### config.mk
export PLATFORM = sky130hd
export DESIGN_NAME = trap_ctrl_vec_flat
export DESIGN_NICKNAME = d
export VERILOG_FILES = /design/src/rtl/trap_ctrl_vec_pkg.sv /design/src/rtl/trap_ctrl_vec_if.sv /design/src/rtl/trap_ctrl_vec_prio_enc.sv /design/src/rtl/trap_ctrl_vec.sv /design/src/flat_wrapper.sv
export SDC_FILE = /design/constraint.sdc
export NUM_CORES = 1
export LEC_CHECK = 0
export BUFFER_PORTS_ARGS = -buffer_cell sky130_fd_sc_hd__buf_2
export CORE_AREA = 2 2 135 137
export DETAILED_ROUTE_END_ITERATION = 16
export DIE_AREA = 0 0 137 139
export PLACE_DENSITY = 0.7
export SYNTH_ARGS = -nofsm -noshare
export SYNTH_HDL_FRONTEND = slang
export SYNTH_HIERARCHICAL = 1
export SYNTH_SLANG_ARGS = --single-unit
### constraint.sdc
create_clock -name clk -period 3.9 [get_ports clk]
set_clock_uncertainty 0.2 [all_clocks]
set_input_delay 0.195 -clock clk [delete_from_list [all_inputs] [get_ports clk]]
set_output_delay 0.195 -clock clk [all_outputs]
set_load 0.005 [all_outputs]
### src/rtl/trap_ctrl_vec_pkg.sv
// Shared constants and types for the machine-mode trap controller.
// The optional TRAP_EDGE_IRQ_EN build switch is consumed by the top module.
package trap_pkg;

   localparam int unsigned CODE_W = 5;

   localparam int unsigned CAUSE_MSI = 3;
   localparam int unsigned CAUSE_MTI = 7;
   localparam int unsigned CAUSE_MEI = 11;

   localparam int unsigned MSTATUS_MIE  = 3;
   localparam int unsigned MSTATUS_MPIE = 7;

   localparam int unsigned MIE_MSIE = 3;
   localparam int unsigned MIE_MTIE = 7;
   localparam int unsigned MIE_MEIE = 11;

   localparam logic [1:0] MTVEC_DIRECT   = 2'b00;
   localparam logic [1:0] MTVEC_VECTORED = 2'b01;

   typedef enum logic [1:0] {
      IDLE   = 2'd0,
      REQ    = 2'd1,
      COMMIT = 2'd2
   } trap_state_e;

endpackage

### src/rtl/trap_ctrl_vec_if.sv
// Trap controller bus: CSR/event inputs, pipeline handshake and trap results.
// master = trap controller, slave = core pipeline / CSR file.
interface trap_ctrl_vec_if #(
   parameter int unsigned XLEN     = 32,
   parameter int unsigned NUM_EXT  = 4,
   parameter int unsigned EXT_ID_W = 5
);
   logic [XLEN-1:0]     current_pc;
   logic [XLEN-1:0]     csr_mstatus;
   logic [XLEN-1:0]     csr_mie;
   logic [XLEN-1:0]     csr_mtvec;
   logic                irq_msip;
   logic                irq_mtip;
   logic [NUM_EXT-1:0]  irq_ext;
   logic                exc_valid;
   logic [4:0]          exc_code;
   logic [XLEN-1:0]     exc_tval;
   logic                mret;
   logic                trap_req;
   logic                trap_ack;
   logic                trap_taken;
   logic                mstatus_we;
   logic [XLEN-1:0]     trap_cause;
   logic [XLEN-1:0]     trap_mepc;
   logic [XLEN-1:0]     trap_mtval;
   logic [XLEN-1:0]     trap_mstatus_new;
   logic [XLEN-1:0]     trap_vector;
   logic [EXT_ID_W-1:0] ext_claim_id;
   logic [NUM_EXT-1:0]  irq_ext_complete;

   modport master (
      input  current_pc, csr_mstatus, csr_mie, csr_mtvec,
      input  irq_msip, irq_mtip, irq_ext,
      input  exc_valid, exc_code, exc_tval, mret, trap_ack,
      output trap_req, trap_taken, mstatus_we,
      output trap_cause, trap_mepc, trap_mtval, trap_mstatus_new, trap_vector,
      output ext_claim_id, irq_ext_complete
   );

   modport slave (
      output current_pc, csr_mstatus, csr_mie, csr_mtvec,
      output irq_msip, irq_mtip, irq_ext,
      output exc_valid, exc_code, exc_tval, mret, trap_ack,
      input  trap_req, trap_taken, mstatus_we,
      input  trap_cause, trap_mepc, trap_mtval, trap_mstatus_new, trap_vector,
      input  ext_claim_id, irq_ext_complete
   );
endinterface

### src/rtl/trap_ctrl_vec_prio_enc.sv
// Lowest-index-wins priority encoder over N request lines.
module trap_prio_enc #(
   parameter int unsigned N    = 4,
   parameter int unsigned ID_W = 5
) (
   input  logic [N-1:0]    i_req,
   output logic            o_valid,
   output logic [ID_W-1:0] o_idx
);

   // Scan from the top so the lowest set index is the last one written.
   always_comb begin
      o_valid = |i_req;
      o_idx   = '0;
      for (int i = int'(N) - 1; i >= 0; i--) begin
         if (i_req[i]) o_idx = ID_W'(i);
      end
   end

endmodule

### src/rtl/trap_ctrl_vec.sv
// Machine-mode trap controller: arbitration, pipeline handshake, CSR results.
// Define TRAP_EDGE_IRQ_EN for edge-detected, sticky external interrupt lines.
module trap_ctrl_vec
   import trap_pkg::*;
#(
   parameter int unsigned XLEN     = 32,
   parameter int unsigned NUM_EXT  = 4,
   parameter int unsigned EXT_ID_W = 5
) (
   input  logic            clk,
   input  logic            rst_n,
   trap_ctrl_vec_if.master bus
);

   logic                w_mie, w_mpie, w_msie, w_mtie, w_meie;
   logic [NUM_EXT-1:0]  w_ext_src, w_ext_req, w_complete_nxt;
   logic                w_ext_valid;
   logic [EXT_ID_W-1:0] w_ext_idx;
   logic                w_win, w_win_intr, w_win_ext;
   logic [CODE_W-1:0]   w_win_code;
   logic [XLEN-1:0]     w_base, w_win_cause, w_win_tval, w_win_vector, w_mstatus_nxt;
   trap_state_e         r_state, w_state_nxt;
   logic                w_snap, w_commit, w_mret_we;
   logic                w_unused;

   logic                r_trap_req, r_trap_taken, r_mstatus_we, r_is_ext;
   logic [XLEN-1:0]     r_cause, r_mepc, r_mtval, r_mstatus_new, r_vector;
   logic [EXT_ID_W-1:0] r_claim_id;
   logic [NUM_EXT-1:0]  r_complete;

   assign w_mie    = bus.csr_mstatus[MSTATUS_MIE];
   assign w_mpie   = bus.csr_mstatus[MSTATUS_MPIE];
   assign w_msie   = bus.csr_mie[MIE_MSIE];
   assign w_mtie   = bus.csr_mie[MIE_MTIE];
   assign w_meie   = bus.csr_mie[MIE_MEIE];
   assign w_unused = ^bus.csr_mie;

   assign w_complete_nxt = (w_commit && r_is_ext) ? (NUM_EXT'(1) << r_claim_id) : '0;

`ifdef TRAP_EDGE_IRQ_EN
   logic [NUM_EXT-1:0] r_irq_prev, r_pending, w_rise;

   assign w_rise    = bus.irq_ext & ~r_irq_prev;
   assign w_ext_src = r_pending | w_rise;

   // Sticky pending bits: a new rising edge beats the completion clear.
   always_ff @(posedge clk or negedge rst_n) begin
      if (!rst_n) begin
         r_irq_prev <= '0;
         r_pending  <= '0;
      end else begin
         r_irq_prev <= bus.irq_ext;
         r_pending  <= (r_pending & ~w_complete_nxt) | w_rise;
      end
   end
`else
   assign w_ext_src = bus.irq_ext;
`endif

   assign w_ext_req = w_ext_src & {NUM_EXT{w_meie}};

   trap_prio_enc #(
      .N    (NUM_EXT),
      .ID_W (EXT_ID_W)
   ) u_prio_enc (
      .i_req   (w_ext_req),
      .o_valid (w_ext_valid),
      .o_idx   (w_ext_idx)
   );

   // Fixed-priority winner: exception, external, timer, software.
   always_comb begin
      w_win      = 1'b0;
      w_win_intr = 1'b0;
      w_win_ext  = 1'b0;
      w_win_code = '0;
      if (bus.exc_valid) begin
         w_win      = 1'b1;
         w_win_code = bus.exc_code;
      end else if (w_mie && w_ext_valid) begin
         w_win      = 1'b1;
         w_win_intr = 1'b1;
         w_win_ext  = 1'b1;
         w_win_code = CODE_W'(CAUSE_MEI);
      end else if (w_mie && w_mtie && bus.irq_mtip) begin
         w_win      = 1'b1;
         w_win_intr = 1'b1;
         w_win_code = CODE_W'(CAUSE_MTI);
      end else if (w_mie && w_msie && bus.irq_msip) begin
         w_win      = 1'b1;
         w_win_intr = 1'b1;
         w_win_code = CODE_W'(CAUSE_MSI);
      end
   end

   assign w_base       = {bus.csr_mtvec[XLEN-1:2], 2'b00};
   assign w_win_cause  = {w_win_intr, (XLEN-1)'(w_win_code)};
   assign w_win_tval   = w_win_intr ? '0 : bus.exc_tval;
   assign w_win_vector = (w_win_intr && (bus.csr_mtvec[1:0] == MTVEC_VECTORED))
                         ? w_base + XLEN'({w_win_code, 2'b00}) : w_base;

   // Trap entry stacks MIE into MPIE; mret restores MIE and sets MPIE.
   always_comb begin
      w_mstatus_nxt = bus.csr_mstatus;
      if (w_commit) begin
         w_mstatus_nxt[MSTATUS_MPIE] = w_mie;
         w_mstatus_nxt[MSTATUS_MIE]  = 1'b0;
      end else begin
         w_mstatus_nxt[MSTATUS_MIE]  = w_mpie;
         w_mstatus_nxt[MSTATUS_MPIE] = 1'b1;
      end
   end

   always_ff @(posedge clk or negedge rst_n) begin
      if (!rst_n) r_state <= IDLE;
      else        r_state <= w_state_nxt;
   end

   always_comb begin
      w_state_nxt = r_state;
      w_snap      = 1'b0;
      w_commit    = 1'b0;
      w_mret_we   = 1'b0;
      case (r_state)
         IDLE: begin
            if (w_win) begin
               w_state_nxt = REQ;
               w_snap      = 1'b1;
            end else if (bus.mret) begin
               w_mret_we   = 1'b1;
            end
         end
         REQ: begin
            if (bus.trap_ack) begin
               w_state_nxt = COMMIT;
               w_commit    = 1'b1;
            end
         end
         COMMIT:  w_state_nxt = IDLE;
         default: w_state_nxt = IDLE;
      endcase
   end

   // Registered outputs; the snapshot holds until the next trap is accepted.
   always_ff @(posedge clk or negedge rst_n) begin
      if (!rst_n) begin
         r_trap_req    <= 1'b0;
         r_trap_taken  <= 1'b0;
         r_mstatus_we  <= 1'b0;
         r_mstatus_new <= '0;
         r_complete    <= '0;
         r_cause       <= '0;
         r_mepc        <= '0;
         r_mtval       <= '0;
         r_vector      <= '0;
         r_claim_id    <= '0;
         r_is_ext      <= 1'b0;
      end else begin
         r_trap_req   <= (w_state_nxt == REQ);
         r_trap_taken <= w_commit;
         r_mstatus_we <= w_commit | w_mret_we;
         r_complete   <= w_complete_nxt;
         if (w_commit || w_mret_we) r_mstatus_new <= w_mstatus_nxt;
         if (w_snap) begin
            r_cause    <= w_win_cause;
            r_mepc     <= bus.current_pc;
            r_mtval    <= w_win_tval;
            r_vector   <= w_win_vector;
            r_claim_id <= w_win_ext ? w_ext_idx : '0;
            r_is_ext   <= w_win_ext;
         end
      end
   end

   assign bus.trap_req         = r_trap_req;
   assign bus.trap_taken       = r_trap_taken;
   assign bus.mstatus_we       = r_mstatus_we;
   assign bus.trap_mstatus_new = r_mstatus_new;
   assign bus.trap_cause       = r_cause;
   assign bus.trap_mepc        = r_mepc;
   assign bus.trap_mtval       = r_mtval;
   assign bus.trap_vector      = r_vector;
   assign bus.ext_claim_id     = r_claim_id;
   assign bus.irq_ext_complete = r_complete;

endmodule

### src/flat_wrapper.sv
// flat-port wrapper written by rule: the top's interface ports become plain ports
module trap_ctrl_vec_flat import trap_pkg::*;
#(
   parameter int unsigned XLEN     = 32,
   parameter int unsigned NUM_EXT  = 4,
   parameter int unsigned EXT_ID_W = 5
)
  (clk, rst_n, bus_current_pc, bus_csr_mstatus, bus_csr_mie, bus_csr_mtvec, bus_irq_msip, bus_irq_mtip, bus_irq_ext, bus_exc_valid, bus_exc_code, bus_exc_tval, bus_mret, bus_trap_ack, bus_trap_req, bus_trap_taken, bus_mstatus_we, bus_trap_cause, bus_trap_mepc, bus_trap_mtval, bus_trap_mstatus_new, bus_trap_vector, bus_ext_claim_id, bus_irq_ext_complete);
  trap_ctrl_vec_if #(.XLEN(XLEN), .NUM_EXT(NUM_EXT), .EXT_ID_W(EXT_ID_W)) bus_i ();
  input  logic clk;
  input  logic rst_n;
  input wire logic [$bits(bus_i.current_pc)-1:0] bus_current_pc;
  input wire logic [$bits(bus_i.csr_mstatus)-1:0] bus_csr_mstatus;
  input wire logic [$bits(bus_i.csr_mie)-1:0] bus_csr_mie;
  input wire logic [$bits(bus_i.csr_mtvec)-1:0] bus_csr_mtvec;
  input wire logic [$bits(bus_i.irq_msip)-1:0] bus_irq_msip;
  input wire logic [$bits(bus_i.irq_mtip)-1:0] bus_irq_mtip;
  input wire logic [$bits(bus_i.irq_ext)-1:0] bus_irq_ext;
  input wire logic [$bits(bus_i.exc_valid)-1:0] bus_exc_valid;
  input wire logic [$bits(bus_i.exc_code)-1:0] bus_exc_code;
  input wire logic [$bits(bus_i.exc_tval)-1:0] bus_exc_tval;
  input wire logic [$bits(bus_i.mret)-1:0] bus_mret;
  input wire logic [$bits(bus_i.trap_ack)-1:0] bus_trap_ack;
  output wire logic [$bits(bus_i.trap_req)-1:0] bus_trap_req;
  output wire logic [$bits(bus_i.trap_taken)-1:0] bus_trap_taken;
  output wire logic [$bits(bus_i.mstatus_we)-1:0] bus_mstatus_we;
  output wire logic [$bits(bus_i.trap_cause)-1:0] bus_trap_cause;
  output wire logic [$bits(bus_i.trap_mepc)-1:0] bus_trap_mepc;
  output wire logic [$bits(bus_i.trap_mtval)-1:0] bus_trap_mtval;
  output wire logic [$bits(bus_i.trap_mstatus_new)-1:0] bus_trap_mstatus_new;
  output wire logic [$bits(bus_i.trap_vector)-1:0] bus_trap_vector;
  output wire logic [$bits(bus_i.ext_claim_id)-1:0] bus_ext_claim_id;
  output wire logic [$bits(bus_i.irq_ext_complete)-1:0] bus_irq_ext_complete;
  assign bus_i.current_pc = bus_current_pc;
  assign bus_i.csr_mstatus = bus_csr_mstatus;
  assign bus_i.csr_mie = bus_csr_mie;
  assign bus_i.csr_mtvec = bus_csr_mtvec;
  assign bus_i.irq_msip = bus_irq_msip;
  assign bus_i.irq_mtip = bus_irq_mtip;
  assign bus_i.irq_ext = bus_irq_ext;
  assign bus_i.exc_valid = bus_exc_valid;
  assign bus_i.exc_code = bus_exc_code;
  assign bus_i.exc_tval = bus_exc_tval;
  assign bus_i.mret = bus_mret;
  assign bus_i.trap_ack = bus_trap_ack;
  assign bus_trap_req = bus_i.trap_req;
  assign bus_trap_taken = bus_i.trap_taken;
  assign bus_mstatus_we = bus_i.mstatus_we;
  assign bus_trap_cause = bus_i.trap_cause;
  assign bus_trap_mepc = bus_i.trap_mepc;
  assign bus_trap_mtval = bus_i.trap_mtval;
  assign bus_trap_mstatus_new = bus_i.trap_mstatus_new;
  assign bus_trap_vector = bus_i.trap_vector;
  assign bus_ext_claim_id = bus_i.ext_claim_id;
  assign bus_irq_ext_complete = bus_i.irq_ext_complete;
  trap_ctrl_vec #(.XLEN(XLEN), .NUM_EXT(NUM_EXT), .EXT_ID_W(EXT_ID_W)) u_core (.clk(clk), .rst_n(rst_n), .bus(bus_i));
endmodule
* Word-level counts from Yosys, hierarchy flattened
Cells that the tools add are included.
** Word-level totals
- Bits in registers :: 149
- Latch bits :: 0
- Memory bits (writable) :: 0
- Bits in read-only memories :: 0
- Input bits :: 176
- Logic and storage cells :: 60
- Memories :: 0
** Operators by class
- Add/sub/neg operators :: 1
- $mul :: 0
- Div/mod/pow operators :: 0
- Order comparisons :: 0
- Equality and inequality tests :: 3
- Shift operators :: 1
- Mux-type cells :: 31
- Bitwise logic cells :: 2
- Reduce and logical (&&, ||, !) cells :: 10
** Operator list (number)
- $mux W32 :: 2
- $mux W5 :: 7
- $add A32 B7 Y32 :: 1
- $mux W1 :: 16
- $mux W2 :: 4
- $logic_and A1 B1 Y1 :: 7
- $eq A2 B1 Y1 const B :: 3
- $shl A1 B5 Y4 const A :: 1
- $and A4 B4 Y4 :: 1
- $mux W4 :: 1
- $pmux W2 S2 :: 1
- $reduce_or A4 Y1 :: 1
- $logic_not A2 Y1 :: 1
- $logic_or A1 B1 Y1 :: 1
- $or A1 B1 Y1 :: 1

* Longest topological paths before layout
Gate-level depths: netlist of run 1.
- Depth after elaboration :: 9
- Gate-level depth with buffers :: 16
- Gate-level depth less buffers :: 15

* Cells and area by module
The synthesis of run 1 kept the hierarchy.
** By module, submodules not included
- trap_ctrl_vec :: times used 1, cells an instance 614, area an instance 6795.3 sq um, seq. area each 3678.5 sq um
- trap_prio_enc :: times used 1, cells an instance 11, area an instance 61.3 sq um, seq. area each 0.0 sq um

* Least setup slack after synthesis of run 1
OpenSTA, ideal clock, no wires.
- Path kind :: input to register
- Start point :: input bus_irq_ext[0]
- End point :: register u_core.r_vector[26] (netlist: u_core/bus.trap_vector[26])
- Library setup time :: 132 ps
- Data arrival time :: 2830 ps
- Required time :: 3568 ps
- Setup slack :: 738 ps
- Stages :: 16
- Path through :: and2_1 -> nor2_1 -> nand2_1 -> a221o_1 -> nand2_2 -> nor2_1 -> a21o_1 -> ha_1 -> inv_1 -> fa_1 -> and2b_1 -> o211ai_1 -> buf_2 -> a2111oi_2 -> xnor2_1 -> o21ai_1
** On the way
- Longest elaborated chain between the ends :: 7
- Elaborated cells between the ends (all ways) :: 13
- Those cells by class :: 1 x add/sub; 8 x mux; 1 x bitwise; 3 x reduce/logical
** Ends and longest elaborated chain
- from (decl) :: RTL line flat_wrapper.sv:18 : input wire logic [$bits(bus_i.irq_ext)-1:0] bus_irq_ext;
- $and A4 B4 Y4 :: RTL line trap_ctrl_vec.sv:60 : assign w_ext_req = w_ext_src & {NUM_EXT{w_meie}};
- $reduce_or A4 Y1 :: RTL line trap_ctrl_vec_prio_enc.sv:13 : o_valid = |i_req;
- net u_core.w_ext_valid :: RTL line trap_ctrl_vec.sv:17 : logic w_ext_valid;
- $logic_and A1 B1 Y1 :: RTL line trap_ctrl_vec.sv:80 : end else if (w_mie && w_ext_valid) begin
- $mux W5 :: RTL line trap_ctrl_vec.sv:80
- $mux W5 :: RTL line trap_ctrl_vec.sv:77 : if (bus.exc_valid) begin
- net u_core.w_win_code[0] :: RTL line trap_ctrl_vec.sv:20 : logic [CODE_W-1:0] w_win_code;
- $add A32 B7 Y32 :: RTL line trap_ctrl_vec.sv:100 : ? w_base + XLEN'({w_win_code, 2'b00}) : w_base;
- $mux W32 :: RTL line trap_ctrl_vec.sv:100
- to (signal assigned) :: RTL line trap_ctrl_vec.sv:168 : r_vector <= w_win_vector;
- to (decl) :: RTL line trap_ctrl_vec.sv:27 : logic [XLEN-1:0] r_cause, r_mepc, r_mtval, r_mstatus_new, r_vector;
The timed path passes the listed nets, and every way through them passes these cells.
A chain may end at the register's enable or synchronous reset.

* Final worst setup path of run 1
- Start point :: input bus_csr_mstatus[3]
- End point :: register u_core.r_vector[22] (netlist: u_core/bus.trap_vector[22])
** On the way
- Longest elaborated chain between the ends :: 8
- Elaborated cells between the ends (all ways) :: 19
- Those cells by class :: 1 x add/sub; 12 x mux; 6 x reduce/logical
** Ends and longest elaborated chain
- from (decl) :: RTL line flat_wrapper.sv:13 : input wire logic [$bits(bus_i.csr_mstatus)-1:0] bus_csr_mstatus;
- $logic_and A1 B1 Y1 (2 in series) :: RTL line trap_ctrl_vec.sv:89 : end else if (w_mie && w_msie && bus.irq_msip) begin
- $mux W2 :: RTL line trap_ctrl_vec.sv:89
- $mux W5 :: RTL line trap_ctrl_vec.sv:85 : end else if (w_mie && w_mtie && bus.irq_mtip) begin
- $mux W5 (*) :: RTL line trap_ctrl_vec.sv:80
- $mux W5 (*) :: RTL line trap_ctrl_vec.sv:77
- net u_core.w_win_code[0] :: RTL line trap_ctrl_vec.sv:20
- $add A32 B7 Y32 (*) :: RTL line trap_ctrl_vec.sv:100
- $mux W32 (*) :: RTL line trap_ctrl_vec.sv:100
The timed path passes the listed nets; every way through them passes the cells marked *.

==> results by group, run 1 <==
Run status
  – Status: finished, final reports clean

Pwr
  – Leak: 5.16 nW
  – PwrDens: 606 nW/um^2
  – Final Power: 6.24 mW
  – VDD IR max: 0.000345 V

Placement
  – Port-buffer cells: 290
  – Routability cong.: 0.793
  – Dpl cell area: 8400 sq um
  – Dpl ws: 0.513 ns
  – Placed Cells: 1117
  – HPWL after detailed placement: 13200 microns

Routing
  – WL final: 20300 microns
  – 1st-iter DRT viols: 284
  – Routed len/inst: 15.8 microns
  – Post-route ant nets: 0
  – DRC errors left: 0
  – DR pass1 iterations: 5
  – Detailed-route vias per instance: 4.74
  – Via count: 6073

Synth
  – Synth Warn #: 6
  – EDFF count, synth: 0
  – Post-synthesis sequential area ratio: 53.6%
  – Main synth FF type: dfrtp_1
  – Netlist cell types: 58
  – Synth top area cells: dfrtp_1 54%, nand2_1 7.9%, a22o_1 5.0%
  – Yosys top cell by area: dfrtp_1
  – Mean Syn Cell Area: 11.0 sq um
  – Yosys reg bits: 147
  – Synth top cells by count: 147 x dfrtp_1, 145 x nand2_1, 39 x a22o_1, 34 x buf_4, 30 x mux2_1
  – Share of the synthesized area in the top cell type: 53.6%
  – Async S/R FF share, synth: 100%
  – Most common cell in the netlist: dfrtp_1
  – Area of the mapped netlist: 6860 sq um
  – Mapped Cells: 625

Clocking
  – Clock Sinks: 147
  – Worst-path clk slew: 0.07 ns
  – Skew-Pair Late Insertion Delay: 0.41 ns
  – CTS tree: done
  – Clock Tree Root: clkbuf_16
  – H-tree Lvls: 4
  – Bufs on Longest Clock Path: 2
  – PostCTS Resize Cnt: 0
  – CTS Buf Count: 17

Timing
  – Slew margin rel.: 30.1%
  – Crit share post-route: 79.7%
  – Setup ws final: 0.793 ns
  – Slew @ Worst Pin: 1.05 ns
  – Setup TNS: 0 ns
  – Slew Viols, Final: 0
  – Min Clock Period, post-route: 3.11 ns
  – Hold Slack: 0.0116 ns
  – Max Freq: 0.322 GHz
  – Final hold vios: 0
  – RSZ-0062 raised after global routing: false
  – Count of final setup violators: 0

Critical path
  – FF-to-FF path depth: 6
  – Critical path type: in -> reg
  – Critical path startpoint: bus_csr_mstatus[3]
  – R2r startpoint: u_core/r_state[0]$_DFF_PN0_
  – CP endpoint kind: flop
  – Type of origin of the critical path: input port
  – CP arrival: 3.19 ns
  – Maximum fanout along the worst path: 11
  – Worst EP required: 3.99 ns

Die
  – Core footprint: 17700 sq um
  – Row count: 49
  – Chip height: 139 microns
  – Initial Utilization: 38.8%
  – Io pins: 348
  – Die area: 19000 sq um
  – Die Width: 137 microns

GRT
  – First-pass GRT wire length: 31700 microns
  – Largest net degree at the start of global routing: 121
  – Initial antenna violation count: 0
  – Vias in the first global route: 6196
  – Gr usage total: 21.1%
  – Grt ovf: 0

Finish
  – # nets final: 1221
  – Layout cells sized above 1: 34.5%
  – Final Instance Area: 10300 sq um
  – Finished Layout Cells: 1281
  – N_diodes: 0
  – Layout area overhead: 50.0%
  – Final Core Density: 58.3%

Worst hold path
  – Hold-critical path depth: 5
  – Hold Path Origin: bus_exc_code[2]
  – HP Class: in -> reg

Run
  – Max-Cap Viols: 0
[cell type report]
type / instances / area [sq um]
multi-input combinational: 428 / 2830
fill: 1459 / 7370
clock buffer: 17 / 425
inverter: 14 / 52.6
clock inverter: 15 / 138
timing repair buffer: 431 / 2870
tap: 229 / 287
sequential: 147 / 3680
[critical path: stages]
cell and delay, ns:
dlygate4sd3_1 0.53, buf_2 0.22, nand2_2 0.13, nor2_1 0.15, a21o_1 0.12, ha_1 0.16
inv_1 0.05, fa_1 0.37, and2b_1 0.25, o211ai_1 0.10, buf_4 0.23, a2111oi_2 0.44
xnor2_1 0.17, o21ai_1 0.07
[registers in the layout, indices dropped and copies added, names as in the netlist]
signal / count
u_core/bus.ext_claim_id: 5
u_core/bus.irq_ext_complete: 4
u_core/bus.mstatus_we: 1
u_core/bus.trap_cause: 6
u_core/bus.trap_mepc: 32
u_core/bus.trap_mstatus_new: 32
u_core/bus.trap_mtval: 32
u_core/bus.trap_req: 1
u_core/bus.trap_taken: 1
u_core/bus.trap_vector: 30
u_core/r_is_ext: 1
u_core/r_state: 2
[report_power, final]
group	leakage, nW	internal (mW)	total (mW)	switching (mW)
logic	3.06	1.04	2.12	1.08
registers	1.81	2.20	2.56	0.360
clock network	0.278	0.844	1.56	0.714
[timing repair]
item                                   4_1_cts  5_1_grt
hold buffers                               132        0
buffers inserted                             0        0
endpoints found under the hold margin      231        0
[metal layers]
layer	up-vias	share of wire [%]	wire, microns	GRT usage (%)
met2	222	50	10300	37.1
met4	0	1.8	365	6.46
met3	33	7.0	1420	5.12
met5	-	0	0	0
met1	2874	41	8270	25.4
li1	2944	-	-	-
[cell families (layout without fill, tap and decap cells)]
| logic type | count (synthesis) | after routing | share of synthesized area (%) |
|---|---|---|---|
| xor gates and xnor gates | 21 | 21 | 2.68 |
| AOI/OAI and AO/OA | 121 | 121 | 15.2 |
| muxes | 32 | 32 | 5.22 |
| and+or+nand+nor | 217 | 217 | 15.0 |
| adders and majority gates | 6 | 6 | 1.20 |
| DFF | 147 | 147 | 53.6 |
| other | 2 | 31 | 0.110 |
| buffers and inverters | 79 | 477 | 6.92 |
[path summary, 6_finish.rpt]
kind / end / slack, ns
max: u_core/bus.trap_vector[22]$_DFFE_PN0P_ / 0.79
min: u_core/bus.trap_cause[2]$_DFFE_PN0P_ / 0.01
max reg2reg: u_core/bus.trap_mstatus_new[3]$_DFFE_PN0P_ / 1.02
min reg2reg: u_core/bus.trap_mepc[2]$_DFFE_PN0P_ / 0.27
max in group asynchronous: u_core/bus.trap_mstatus_new[26]$_DFFE_PN0P_ / 2.41
min in group asynchronous: u_core/bus.trap_mtval[8]$_DFFE_PN0P_ / 0.26
[cell usage in the layout (no fill, tap or decap), types with 3 or more instances in the layout]
cell type and n:
conb_1 31, nor2_1 15, a2111oi_4 4, buf_2 289, a21o_1 7, clkbuf_16 17
inv_8 3, o21ai_1 22, o21ai_0 4, inv_6 6, dlygate4sd3_1 132, nand3b_1 3
xnor2_1 20, nand2_1 145, ha_1 5, o21a_1 3, mux2_1 30, and2_1 7
nor3_1 6, a31oi_1 4, buf_4 7, inv_1 14, a211oi_2 6, a21oi_1 11
a22o_1 39, dfrtp_1 147, a2111oi_2 6, and3_1 7, nand3_1 10, nand4_1 3
No activity file was read; power rests on OpenSTA's default activity.
==> inputs of run 2 (changes only) <==
--- a/config.mk
+++ b/config.mk
@@ -9,7 +9,7 @@
 export CORE_AREA = 2 2 135 137
 export DETAILED_ROUTE_END_ITERATION = 16
 export DIE_AREA = 0 0 137 139
-export PLACE_DENSITY = 0.7
+export PLACE_DENSITY = 0.73
 export SYNTH_ARGS = -nofsm -noshare
 export SYNTH_HDL_FRONTEND = slang
 export SYNTH_HIERARCHICAL = 1
==> constraint.sdc (replaced) <==
create_clock -name clk -period 2.5 [get_ports clk]
set_clock_uncertainty 0.2 [all_clocks]
set_input_delay 0.125 -clock clk [delete_from_list [all_inputs] [get_ports clk]]
set_output_delay 0.125 -clock clk [all_outputs]
set_load 0.005 [all_outputs]
==> run 2 against run 1 <==
The run now ends with setup timing left. Via count is 4.6% higher. Clock power grew 60%. Register-to-register slack got worse by 0.73 ns. Wire length up 7.1%. Critical path depth rose by 5. Design area up 6.7%. Flip-flop and latch count did not move. Sequential share of layout area down 2.3 points. Cell count increased by 4.1%. Worst setup slack got worse by 0.88 ns. Global-route usage increased by 1.2 points. Core utilization up 3.9 points. Critical endpoint is now u_core/bus.trap_vector[10]$_DFFE_PN0P_. Largest power group unchanged.
==> results by group, run 2 (synthesis results as in run 1) <==
GRT
  – Initial antenna violation count: 0 (unchanged)
  – First-pass GRT wire length: 33400 microns (was 31700 microns)
  – Gr usage total: 22.3% (was 21.1%)
  – Largest net degree at the start of global routing: 57 (was 121)
  – Vias in the first global route: 6398 (was 6196)
  – Grt ovf: 0 (unchanged)

Placement
  – Port-buffer cells: 290 (unchanged)
  – Routability cong.: 0.840 (was 0.793)
  – HPWL after detailed placement: 14100 microns (was 13200 microns)
  – Placed Cells: 1152 (was 1117)

Finish
  – Layout cells sized above 1: 38.6% (was 34.5%)
  – Layout area overhead: 60.1% (was 50.0%)
  – Most common library cell in the layout ignoring fill and taps: buf_2 (unchanged)
  – Final Core Density: 62.2% (was 58.3%)
  – # nets final: 1274 (was 1221)
  – Most frequent cells in the layout: 286 x buf_2, 147 x dfrtp_1, 144 x nand2_1, 136 x dlygate4sd3_1, 48 x buf_4 (was 289 x buf_2, 147 x dfrtp_1, 145 x nand2_1, 132 x dlygate4sd3_1, 39 x a22o_1)
  – N_diodes: 0 (unchanged)
  – Finished Layout Cells: 1334 (was 1281)

Timing
  – Crit share post-route: 104%
  – Slew Viols, Final: 0 (unchanged)
  – RSZ-0062 raised after global routing: true (was false)
  – Count of final setup violators: 4 (was 0)
  – Final hold vios: 0 (unchanged)
  – Slew margin rel.: 65.8% (was 30.1%)
  – Slew @ Worst Pin: 0.514 ns (was 1.05 ns)
  – Min Clock Period, post-route: 2.59 ns
  – Setup ws final: -0.0920 ns (was 0.793 ns)
  – Hold Slack: 0.0491 ns (was 0.0116 ns)
  – Setup TNS: -0.229 ns (was 0 ns)
  – Max Freq: 0.386 GHz

Clocking
  – H-tree Lvls: 4 (unchanged)
  – Clock Tree Root: clkbuf_16 (unchanged)
  – Bufs on Longest Clock Path: 2 (unchanged)
  – CTS Buf Count: 17 (unchanged)
  – Worst-path clk slew: 0.06 ns (was 0.07 ns)
  – CTS tree: done (unchanged)
  – Skew-Pair Late Insertion Delay: 0.41 ns (about the same)
  – Clock Sinks: 147 (unchanged)

Die
  – Io pins: 348 (unchanged)
  – Core footprint: 17700 sq um (unchanged)
  – Chip height: 139 microns (unchanged)
  – Row count: 49 (unchanged)
  – Die Width: 137 microns (unchanged)
  – Initial Utilization: 38.8% (unchanged)
  – Die area: 19000 sq um (unchanged)

Routing
  – 1st-iter DRT viols: 277 (was 284)
  – WL final: 21700 microns (was 20300 microns)
  – Via count: 6354 (was 6073)
  – Detailed-route vias per instance: 4.76 (was 4.74)
  – Routed len/inst: 16.3 microns (was 15.8 microns)
  – DR pass1 iterations: 4 (was 5)
  – DRC errors left: 0 (unchanged)
  – Post-route ant nets: 0 (unchanged)

Critical path
  – CP endpoint kind: flop (unchanged)
  – Maximum fanout along the worst path: 4 (was 11)
  – Worst EP required: 2.62 ns (was 3.99 ns)
  – Type of origin of the critical path: input port (unchanged)
  – CP arrival: 2.71 ns (was 3.19 ns)
  – Critical path type: in -> reg (unchanged)

Pwr
  – PwrDens: 917 nW/um^2 (was 606 nW/um^2)
  – VDD IR max: 0.000495 V (was 0.000345 V)
  – Leak: 5.47 nW (was 5.16 nW)
  – Final Power: 10.1 mW (was 6.24 mW)

Run
  – Max-Cap Viols: 0 (unchanged)

Run status
  – Status: complete, but fails checks (was finished, final reports clean)
  – Failing checks: setup timing

Worst hold path
  – HP Class: in -> reg (unchanged)
-- run 2: cell count changes in the layout (fill, tap and decap cells not counted), sizes merged, moves of 2 or more --
cell | before | now
buf | 299 | 348
clkbuf | 17 | 19
dlygate4sd3 | 132 | 136
inv | 23 | 20
-- run 2: cell type report --
class	instances	area, sq um
fillers	1402	6680
inverters	14	52.6
clock inverters	13	143
flip-flops and latches	147	3680
multi-input cells	428	2980
clock buffers	19	443
repair buffers	484	3400
well taps	229	287
-- run 2: what timing repair did --
item	4_1_cts	5_1_grt
hold buffers	136	0
buffers inserted	8	6
hold endpoints to repair	281	0
resized for setup	11	5
setup endpoints to repair	7	15
cloned	1	0
pin swaps	17	23
-- run 2: metal layers --
layer | GRT usage, % | vias up | part of all wire [%]
li1 | - | 3039 | -
met1 | 27.6 | 3033 | 41
met2 | 38.8 | 249 | 50
met3 | 4.02 | 33 | 6.2
met4 | 7.65 | 0 | 2.0
met5 | 0 | - | 0
-- run 2: worst paths after layout --
check	start	endpoint	slack [ns]	cells past startpoint
worst max register to register	u_core/r_state[0]$_DFF_PN0_	u_core/bus.trap_mstatus_new[3]$_DFFE_PN0P_	0.29	6
worst min-delay path	bus_exc_code[3]	u_core/bus.trap_cause[3]$_DFFE_PN0P_	0.05	5
worst max-delay path	bus_irq_ext[0]	u_core/bus.trap_vector[10]$_DFFE_PN0P_	-0.09	19
worst min register to register	u_core/bus.trap_mepc[10]$_DFFE_PN0P_	u_core/bus.trap_mepc[10]$_DFFE_PN0P_	0.27	2
max in group asynchronous	rst_n	u_core/bus.trap_vector[23]$_DFFE_PN0P_	1.32	3
min in group asynchronous	rst_n	u_core/bus.trap_mtval[2]$_DFFE_PN0P_	0.07	2
-- run 2: metrics by stage --
step / area (sq um) / worst slack, ns
after floorplan: 7070 / -0.415
after global placement: 8820 / -0.463
after detailed placement: 8820 / -0.541
after CTS: 10900 / -0.00202
after global routing: 11000 / -0.209
final: 11000 / -0.0920
-- run 2: where the power goes --
part | switching, mW | internal, mW | leakage, nW
registers | 0.604 | 3.43 | 1.81
clock network | 1.06 | 1.43 | 0.280
logic | 1.76 | 1.78 | 3.38
-- run 2: critical path, cell delays in order --
cell,delay (ns)
buf_6,0.09
and2_4,0.16
nor2_4,0.12
nand2_2,0.07
a221o_1,0.29
nand2_2,0.10
nor2_4,0.04
a21o_1,0.15
ha_2,0.18
inv_2,0.05
fa_2,0.18
and2b_1,0.19
o211ai_1,0.15
buf_4,0.18
buf_16,0.13
buf_8,0.11
a211oi_4,0.06
xnor2_1,0.14
o21ai_1,0.20
